**src/rtl/alu_seq16.sv**
```systemverilog
// alu_seq16: runs 16-bit operations on an external 8-bit ALU as two chained
// byte passes, using the ALU's own carry flag to link the passes.
// Optional feature macro: ALU_SEQ16_SHIFT_EN enables op A (SHL) and op B (SHR).
//
// ALU operation encoding driven on alu_op (5 bits):
//   00 ADD  01 ADC  02 SUB  03 SBC  04 AND  05 OR   06 XOR  07 NOT(B)
//   08 INC(B) 09 DEC(B) 0A SHL(A) 0B RCL(A) 0C SHR(A) 0D RCR(A)  1F NOP
// The ALU registers result/flags one clock after its inputs; NOP leaves CF alone.
module alu_seq16 (
    input  logic        clk,
    input  logic        reset_n,
    input  logic        start,
    input  logic [3:0]  op,
    input  logic [15:0] a,
    input  logic [15:0] b,
    output logic        busy,
    output logic        done,
    output logic        err,
    output logic [15:0] result,
    output logic        cf,
    output logic        zf,
    output logic        sf,
    output logic [7:0]  alu_a,
    output logic [7:0]  alu_b,
    output logic [4:0]  alu_op,
    input  logic [7:0]  alu_result,
    input  logic        alu_cf,
    input  logic        alu_zf,
    input  logic        alu_sf
);

    localparam logic [1:0] ST_IDLE = 2'd0;
    localparam logic [1:0] ST_P1   = 2'd1;
    localparam logic [1:0] ST_P2   = 2'd2;
    localparam logic [1:0] ST_CAP  = 2'd3;

    localparam logic [3:0] OP_ADD = 4'h0;
    localparam logic [3:0] OP_SUB = 4'h1;
    localparam logic [3:0] OP_AND = 4'h2;
    localparam logic [3:0] OP_OR  = 4'h3;
    localparam logic [3:0] OP_XOR = 4'h4;
    localparam logic [3:0] OP_NOT = 4'h5;
    localparam logic [3:0] OP_INC = 4'h6;
    localparam logic [3:0] OP_DEC = 4'h7;
    localparam logic [3:0] OP_CMP = 4'h8;
    localparam logic [3:0] OP_SHL = 4'hA;
    localparam logic [3:0] OP_SHR = 4'hB;

    localparam logic [4:0] A_ADD = 5'h00;
    localparam logic [4:0] A_ADC = 5'h01;
    localparam logic [4:0] A_SUB = 5'h02;
    localparam logic [4:0] A_SBC = 5'h03;
    localparam logic [4:0] A_AND = 5'h04;
    localparam logic [4:0] A_OR  = 5'h05;
    localparam logic [4:0] A_XOR = 5'h06;
    localparam logic [4:0] A_NOT = 5'h07;
    localparam logic [4:0] A_INC = 5'h08;
    localparam logic [4:0] A_DEC = 5'h09;
    localparam logic [4:0] A_SHL = 5'h0A;
    localparam logic [4:0] A_RCL = 5'h0B;
    localparam logic [4:0] A_SHR = 5'h0C;
    localparam logic [4:0] A_RCR = 5'h0D;
    localparam logic [4:0] A_NOP = 5'h1F;

    logic [1:0]  state_reg;
    logic [3:0]  op_reg;
    logic [15:0] a_reg;
    logic [15:0] b_reg;
    logic [7:0]  byte1_reg;
    logic        z1_reg;
    logic        s1_reg;
    logic [15:0] result_reg;
    logic        cf_reg;
    logic        zf_reg;
    logic        sf_reg;
    logic        done_reg;
    logic        err_reg;
    logic        first_pass;

    // Op codes this build can execute; everything else is rejected with err.
    function automatic logic op_legal(input logic [3:0] o);
        logic ok;
        case (o)
            OP_ADD, OP_SUB, OP_AND, OP_OR, OP_XOR,
            OP_NOT, OP_INC, OP_DEC, OP_CMP: ok = 1'b1;
`ifdef ALU_SEQ16_SHIFT_EN
            OP_SHL, OP_SHR:                 ok = 1'b1;
`endif
            default:                        ok = 1'b0;
        endcase
        return ok;
    endfunction

    assign first_pass = (state_reg == ST_P1);
    assign busy       = (state_reg != ST_IDLE);
    assign done       = done_reg;
    assign err        = err_reg;
    assign result     = result_reg;
    assign cf         = cf_reg;
    assign zf         = zf_reg;
    assign sf         = sf_reg;

    // ALU operand/operation select for the current pass; NOP whenever no pass runs.
    always_comb begin
        alu_a  = 8'h00;
        alu_b  = 8'h00;
        alu_op = A_NOP;
        if (state_reg == ST_P1 || state_reg == ST_P2) begin
            case (op_reg)
                OP_ADD: begin
                    alu_a  = first_pass ? a_reg[7:0] : a_reg[15:8];
                    alu_b  = first_pass ? b_reg[7:0] : b_reg[15:8];
                    alu_op = first_pass ? A_ADD : A_ADC;
                end
                OP_SUB, OP_CMP: begin
                    alu_a  = first_pass ? a_reg[7:0] : a_reg[15:8];
                    alu_b  = first_pass ? b_reg[7:0] : b_reg[15:8];
                    alu_op = first_pass ? A_SUB : A_SBC;
                end
                OP_AND, OP_OR, OP_XOR: begin
                    alu_a  = first_pass ? a_reg[7:0] : a_reg[15:8];
                    alu_b  = first_pass ? b_reg[7:0] : b_reg[15:8];
                    alu_op = (op_reg == OP_AND) ? A_AND :
                             (op_reg == OP_OR)  ? A_OR  : A_XOR;
                end
                OP_NOT: begin
                    alu_b  = first_pass ? b_reg[7:0] : b_reg[15:8];
                    alu_op = A_NOT;
                end
                OP_INC: begin
                    // high byte absorbs the increment carry as 0 + b_hi + CF
                    alu_b  = first_pass ? b_reg[7:0] : b_reg[15:8];
                    alu_op = first_pass ? A_INC : A_ADC;
                end
                OP_DEC: begin
                    // high byte absorbs the decrement borrow as b_hi - 0 - CF
                    alu_a  = first_pass ? 8'h00 : b_reg[15:8];
                    alu_b  = first_pass ? b_reg[7:0] : 8'h00;
                    alu_op = first_pass ? A_DEC : A_SBC;
                end
`ifdef ALU_SEQ16_SHIFT_EN
                OP_SHL: begin
                    alu_a  = first_pass ? a_reg[7:0] : a_reg[15:8];
                    alu_op = first_pass ? A_SHL : A_RCL;
                end
                OP_SHR: begin
                    // right shift walks from the high byte down
                    alu_a  = first_pass ? a_reg[15:8] : a_reg[7:0];
                    alu_op = first_pass ? A_SHR : A_RCR;
                end
`endif
                default: begin
                    alu_op = A_NOP;
                end
            endcase
        end
    end

    // Sequencer: accept, two passes, capture; latched results held until the next done.
    always_ff @(posedge clk or negedge reset_n) begin
        if (!reset_n) begin
            state_reg  <= ST_IDLE;
            op_reg     <= 4'h0;
            a_reg      <= 16'h0000;
            b_reg      <= 16'h0000;
            byte1_reg  <= 8'h00;
            z1_reg     <= 1'b0;
            s1_reg     <= 1'b0;
            result_reg <= 16'h0000;
            cf_reg     <= 1'b0;
            zf_reg     <= 1'b0;
            sf_reg     <= 1'b0;
            done_reg   <= 1'b0;
            err_reg    <= 1'b0;
        end else begin
            done_reg <= 1'b0;
            err_reg  <= 1'b0;
            case (state_reg)
                ST_IDLE: begin
                    if (start) begin
                        if (op_legal(op)) begin
                            op_reg    <= op;
                            a_reg     <= a;
                            b_reg     <= b;
                            state_reg <= ST_P1;
                        end else begin
                            err_reg <= 1'b1;
                        end
                    end
                end
                ST_P1: begin
                    state_reg <= ST_P2;
                end
                ST_P2: begin
                    byte1_reg <= alu_result;
                    z1_reg    <= alu_zf;
                    s1_reg    <= alu_sf;
                    state_reg <= ST_CAP;
                end
                default: begin
                    if (op_reg == OP_CMP)
                        result_reg <= a_reg;
                    else if (op_reg == OP_SHR)
                        result_reg <= {byte1_reg, alu_result};
                    else
                        result_reg <= {alu_result, byte1_reg};
                    cf_reg    <= alu_cf;
                    zf_reg    <= z1_reg & alu_zf;
                    sf_reg    <= (op_reg == OP_SHR) ? s1_reg : alu_sf;
                    done_reg  <= 1'b1;
                    state_reg <= ST_IDLE;
                end
            endcase
        end
    end

endmodule

```
**config.mk**
```make
export PLATFORM = sky130hd
export DESIGN_NAME = alu_seq16
export DESIGN_NICKNAME = d
export VERILOG_FILES = /design/src/rtl/alu_seq16.sv
export SDC_FILE = /design/constraint.sdc
export NUM_CORES = 1
export LEC_CHECK = 0
export ABC_AREA = 1
export ABC_CLOCK_PERIOD_IN_PS = 1790
export CAP_MARGIN = 10
export CORE_ASPECT_RATIO = 1.5
export CORE_UTILIZATION = 38
export CTS_CLUSTER_DIAMETER = 60
export DETAILED_ROUTE_END_ITERATION = 10
export HOLD_SLACK_MARGIN = 0.02
export PLACE_DENSITY_LB_ADDON = 0.12
export SLEW_MARGIN = 20
export SYNTH_ARGS = -nofsm -noshare
export SYNTH_HDL_FRONTEND = slang
export SYNTH_SLANG_ARGS = --single-unit
```
**constraint.sdc**
```tcl
create_clock -name clk -period 1.79 [get_ports clk]
set_input_delay 0.179 -clock clk [delete_from_list [all_inputs] [get_ports clk]]
set_output_delay 0.179 -clock clk [all_outputs]
set_load 0.05 [all_outputs]
```
# Word level (Yosys, flattened, before mapping)

Memory sizes are Yosys's and may differ from the RTL's.
Cells that the tools add are included.

$add $sub $neg: 0
Multipliers: 0
Divide/modulo/power cells: 0
$lt $le $gt $ge: 0
Equality and inequality tests: 13
Shift-type cells: 0
Muxes and demuxes: 28
Bitwise operators: 1
Reductions and logical operators: 11

Operator list:

| kind               | count |
|---|---|
| $mux 8             | 6 |
| $mux 16            | 2 |
| $pmux 8 s2         | 2 |
| $pmux 5 s6         | 1 |
| $eq 4x3->1 const B | 4 |
| $mux 1             | 9 |
| $eq 4x2->1 const B | 2 |
| $eq 4x4->1 const B | 2 |
| $mux 2             | 4 |
| $mux 4             | 2 |
| $reduce_or 8->1    | 1 |
| $pmux 2 s3         | 1 |
| $reduce_or 3->1    | 2 |
| $reduce_or 6->1    | 1 |
| $mux 5             | 1 |
| $eq 4x1->1 const B | 1 |
| $logic_not 4->1    | 1 |
| $ne 2x2->1 const B | 2 |
| $reduce_and 3->1   | 1 |
| $eq 2x1->1 const B | 1 |
| $eq 2x2->1 const B | 1 |
| $logic_not 2->1    | 1 |
| $reduce_and 2->1   | 1 |
| $reduce_bool 2->1  | 1 |
| other kinds (3)    | 3 |

Register bits after elaboration: 69
Latch bits: 0
RAM bits: 0
Memory bits (read-only): 16
Bits of input ports: 50
Memories: 1

Memories:

| memory          | depth | bits a word | rd ports | clocked after Yosys merged registers in | wr ports | line | RTL |
|---|---|---|---|---|---|---|---|
| (no name shown) | 16    | 1           | 1        | 0                                       | 0        | 83   | `case (o)` |

# Logic depth before layout (Yosys ltp)

An unclocked memory read counts as a cell.

Word-level depth: 6
Depth in mapped cells: 9
Mapped depth without buffers: 7

# Worst setup path after synthesis

Ideal clock, no wire load.

Path type: register -> output
Start: reg state_reg[1]
End: out alu_a[7]
Data arrival time: 1917 ps
Path slack: -306 ps
Cell stages (with the launch flop): 8
Path buffers: 2
Cell sequence: dfrtp_1 inv_1 ha_1 buf_2 clkinv_1 buf_2 nand3_1 a21oi_1

Word-level cells in the longest chain between the ends: 4
Elaborated cells on any way between the ends: 7
Those cells by class: eq/ne (2); mux (4); reduce/logical (1)

Ends and longest elaborated chain:

| what                      | line    | RTL |
|---|---|---|
| start, declared           | 65      | `logic [1:0] state_reg;` |
| start signal, assigned    | 162     | `state_reg <= ST_IDLE;` |
| start signal, assigned    | 185     | `state_reg <= ST_P1;` |
| start signal, assigned    | 192     | `state_reg <= ST_P2;` |
| $eq 2x1->1                | 94, 108 |  |
| $mux 8 (on tied branches) | --      |  |
| $pmux 8 s2                | 109     | `case (op_reg)` |
| $mux 8 *                  | 108     | `if (state_reg == ST_P1 \|\| state_reg == ST_P2) begin` |
| end, declared             | 23      | `output logic [7:0] alu_a,` |

Every way passes the cells marked *; elsewhere a longest branch is shown, timed or not.

# Worst setup path in the final report

Start: reg state_reg[0]
End: out alu_a[7]

Same word-level chain as after synthesis.

==> metrics.yaml <==
status:
  status: "complete, but fails checks"
  violations: "negative setup slack"
sta:
  post-route-min-period_ns: 1.93
  clock_skew_ns: 0.00532
  setup_viol: 19
  worst_pin_slew_ns: 0.495
  rsz0062_at_grt: "yes"
  drv_slew: 0
  setup_ws_ns: -0.140
  max_slew_margin_pct: 66.9
  hold_viol_final: 0
  fmax_mhz: 518
  period_share_pct: 108
synthesis:
  yosysTopAreaCell: "dfrtp_1"
  syn_avg_cell_area_sq_um: 7.15
  postSynthCellCount: 549
  synth_seq_cells: 69
  synth_fp_nets: 603
  syn_area_sq_mm: 0.00393
  synth_cell_types: 25
  ys_top_cells_by_area: "dfrtp_1 44%, nand2_1 19%, nand3_1 10%"
  ys.warnings.count: 0
  yosysSeqAreaShare_pct: 44.0
  yosys.area.top_type_share_pct: 44.0
pwr:
  power_mw: 13.0
  power_leakage_nw: 2.95
  p_per_area_mw_per_mm2: 2210
  vdd_drop_max_mv: 1.74
clock_network:
  cts-root-buf: "clkbuf_16"
  path_clk_slew_ns: 0.06
  cts_made_buffers: 9
  clk_path_buf_depth: 2
  cts_tree: "yes"
  clock_sinks: 69
  insertion_delay_ns: 0.33
  htreeDepth: 3
drt:
  remaining_drc_errors: 0
  vias: 3942
  drt-wirelength-per-cell_um: 15.0
  wl_um: 11700
  drt_iter0_drc: 220
  ant_nets: 0
  firstDrtPassIters: 5
  viasPerCell: 5.05
global_route:
  grt_use_total_pct: 22.8
  grt-ovfl-total: 0
  grt_start_max_net_pins: 72
  grt_pass1_vias: 3801
  grt_pass1_wl_um: 18900
  antenna_found_initial: 0
critical_path:
  rr_endpoint: "result[11]$_DFFE_PN0P_"
  timing.critical_path.to: "alu_a[7]"
  reg2reg_slack_ns: 0.23
  startpoint_type: "flip-flop"
  rr_worst_depth: 8
  required_ns: 1.61
  crit_type: "reg -> out"
  worstReg2RegStart: "op_reg[2]$_DFFE_PN0P_"
  crit_start: "state_reg[0]$_DFFE_PN0P_"
  endpoint_kind: "output port"
  cp_max_fo: 8
  crit_arrival_ns: 1.75
final_layout:
  fin_nets: 713
  post-route-util_pct: 58.3
  diodes: 0
  final_cell_mix: "190 x nand2_1, 71 x nand3_1, 66 x inv_1"
  syn_to_final_growth_pct: 49.6
  final_common_cell: "nand2_1"
  drive_above_1_share_pct: 22.8
place:
  portBuffers: 92
  hpwl_um: 8350
  place_congestion: 0.884
die:
  start_util_pct: 39.0
  io_pins: 93
  die_h_um: 126
  fp-row-count: 45
  die-area_sq_mm: 0.0108
  core-area_sq_mm: 0.0101
  die_w_um: 85.0
hold_path:
  hold_class: "in -> async"
flow_run:
  cap_violations: 0
==> critical path, stage by stage, from the launching register on <==
cell	delay [ns]
dfrtp_2	0.44
ha_4	0.21
clkbuf_16	0.17
o21ai_2	0.15
nand3_2	0.09
a21oi_2	0.18
buf_6	0.18
==> layer usage <==
metal  routed length (um)  track usage [%]
met5                    0                0
met3                  541             3.38
met2                 6370             40.9
met4                  296             10.4
met1                 4470             26.5
==> report_power, final <==
group	leakage, nW	internal (mW)	switching, mW	total, mW
sequential	0.855	2.31	0.629	2.94
clock	0.132	0.922	0.670	1.59
combinational	1.96	3.29	5.14	8.43
total	2.95	6.52	6.44	13.0
==> layout make-up <==
| cell class | instances | area (sq um) |
|---|---|---|
| fill | 932 | 4200 |
| multi-input combinational | 376 | 2050 |
| sequential | 69 | 1730 |
| timing repair buffer | 130 | 1420 |
| inverter | 73 | 274 |
| clock buffer | 10 | 229 |
| tap | 117 | 146 |
| clock inverter | 5 | 28.8 |
==> worst min-delay path by stage <==
stage | startpoint | end | slack [ns] | cells past startpoint
finish | reset_n | done$_DFF_PN0_ | 0.35 | 2
global route | reset_n | cf$_DFFE_PN0P_ | 0.40 | 2
CTS | reset_n | cf$_DFFE_PN0P_ | 0.38 | 2
detailed placement | reset_n | done$_DFF_PN0_ | 0.16 | 1
global placement | reset_n | done$_DFF_PN0_ | 0.15 | 1
floorplan | reset_n | a_reg[0]$_DFFE_PN0P_ | -0.12 | 0
==> cells by family after synthesis <==
family,share of synthesized area (%)
fa+ha+maj,1.27
simple gates,34.0
buf+inv,11.4
flops,44.0
compound gates,9.31
==> repair_timing <==
item                                    in CTS  in global routing
hold endpoints to repair                    16                  0
cloned                                       1                  1
buffers inserted                             9                  4
resized for setup                           49                 37
endpoints found under the setup margin      20                 20
hold buffers                                 1                  0
pin swaps                                   11                 12
==> cell usage after synthesis, drive strengths merged <==
cell / n
nor2: 7
buf: 19
clkinv: 1
clkbuf: 12
ha: 4
nand3b: 8
o211ai: 1
o21ai: 48
dfrtp: 69
inv: 72
nand3: 80
nand2: 206
a21oi: 22
==> per-stage QoR <==
step | setup slack (ns) | std cells | area [sq um] | setup TNS [ns] | hold WS (ns)
final | -0.140 | 780 | 5870 | -1.93 | 0.353
after CTS | -0.140 | 775 | 5690 | -2.01 | 0.377
after global placement | 0.0778 | 749 | 5150 | 0 | 0.152
after global routing | -0.199 | 780 | 5870 | -3.20 | 0.401
after floorplan | -0.0404 | 549 | 4040 | -0.0404 | -0.117
after detailed placement | 0.0167 | 749 | 5150 | 0 | 0.160
(Power assumes the default switching activity.)
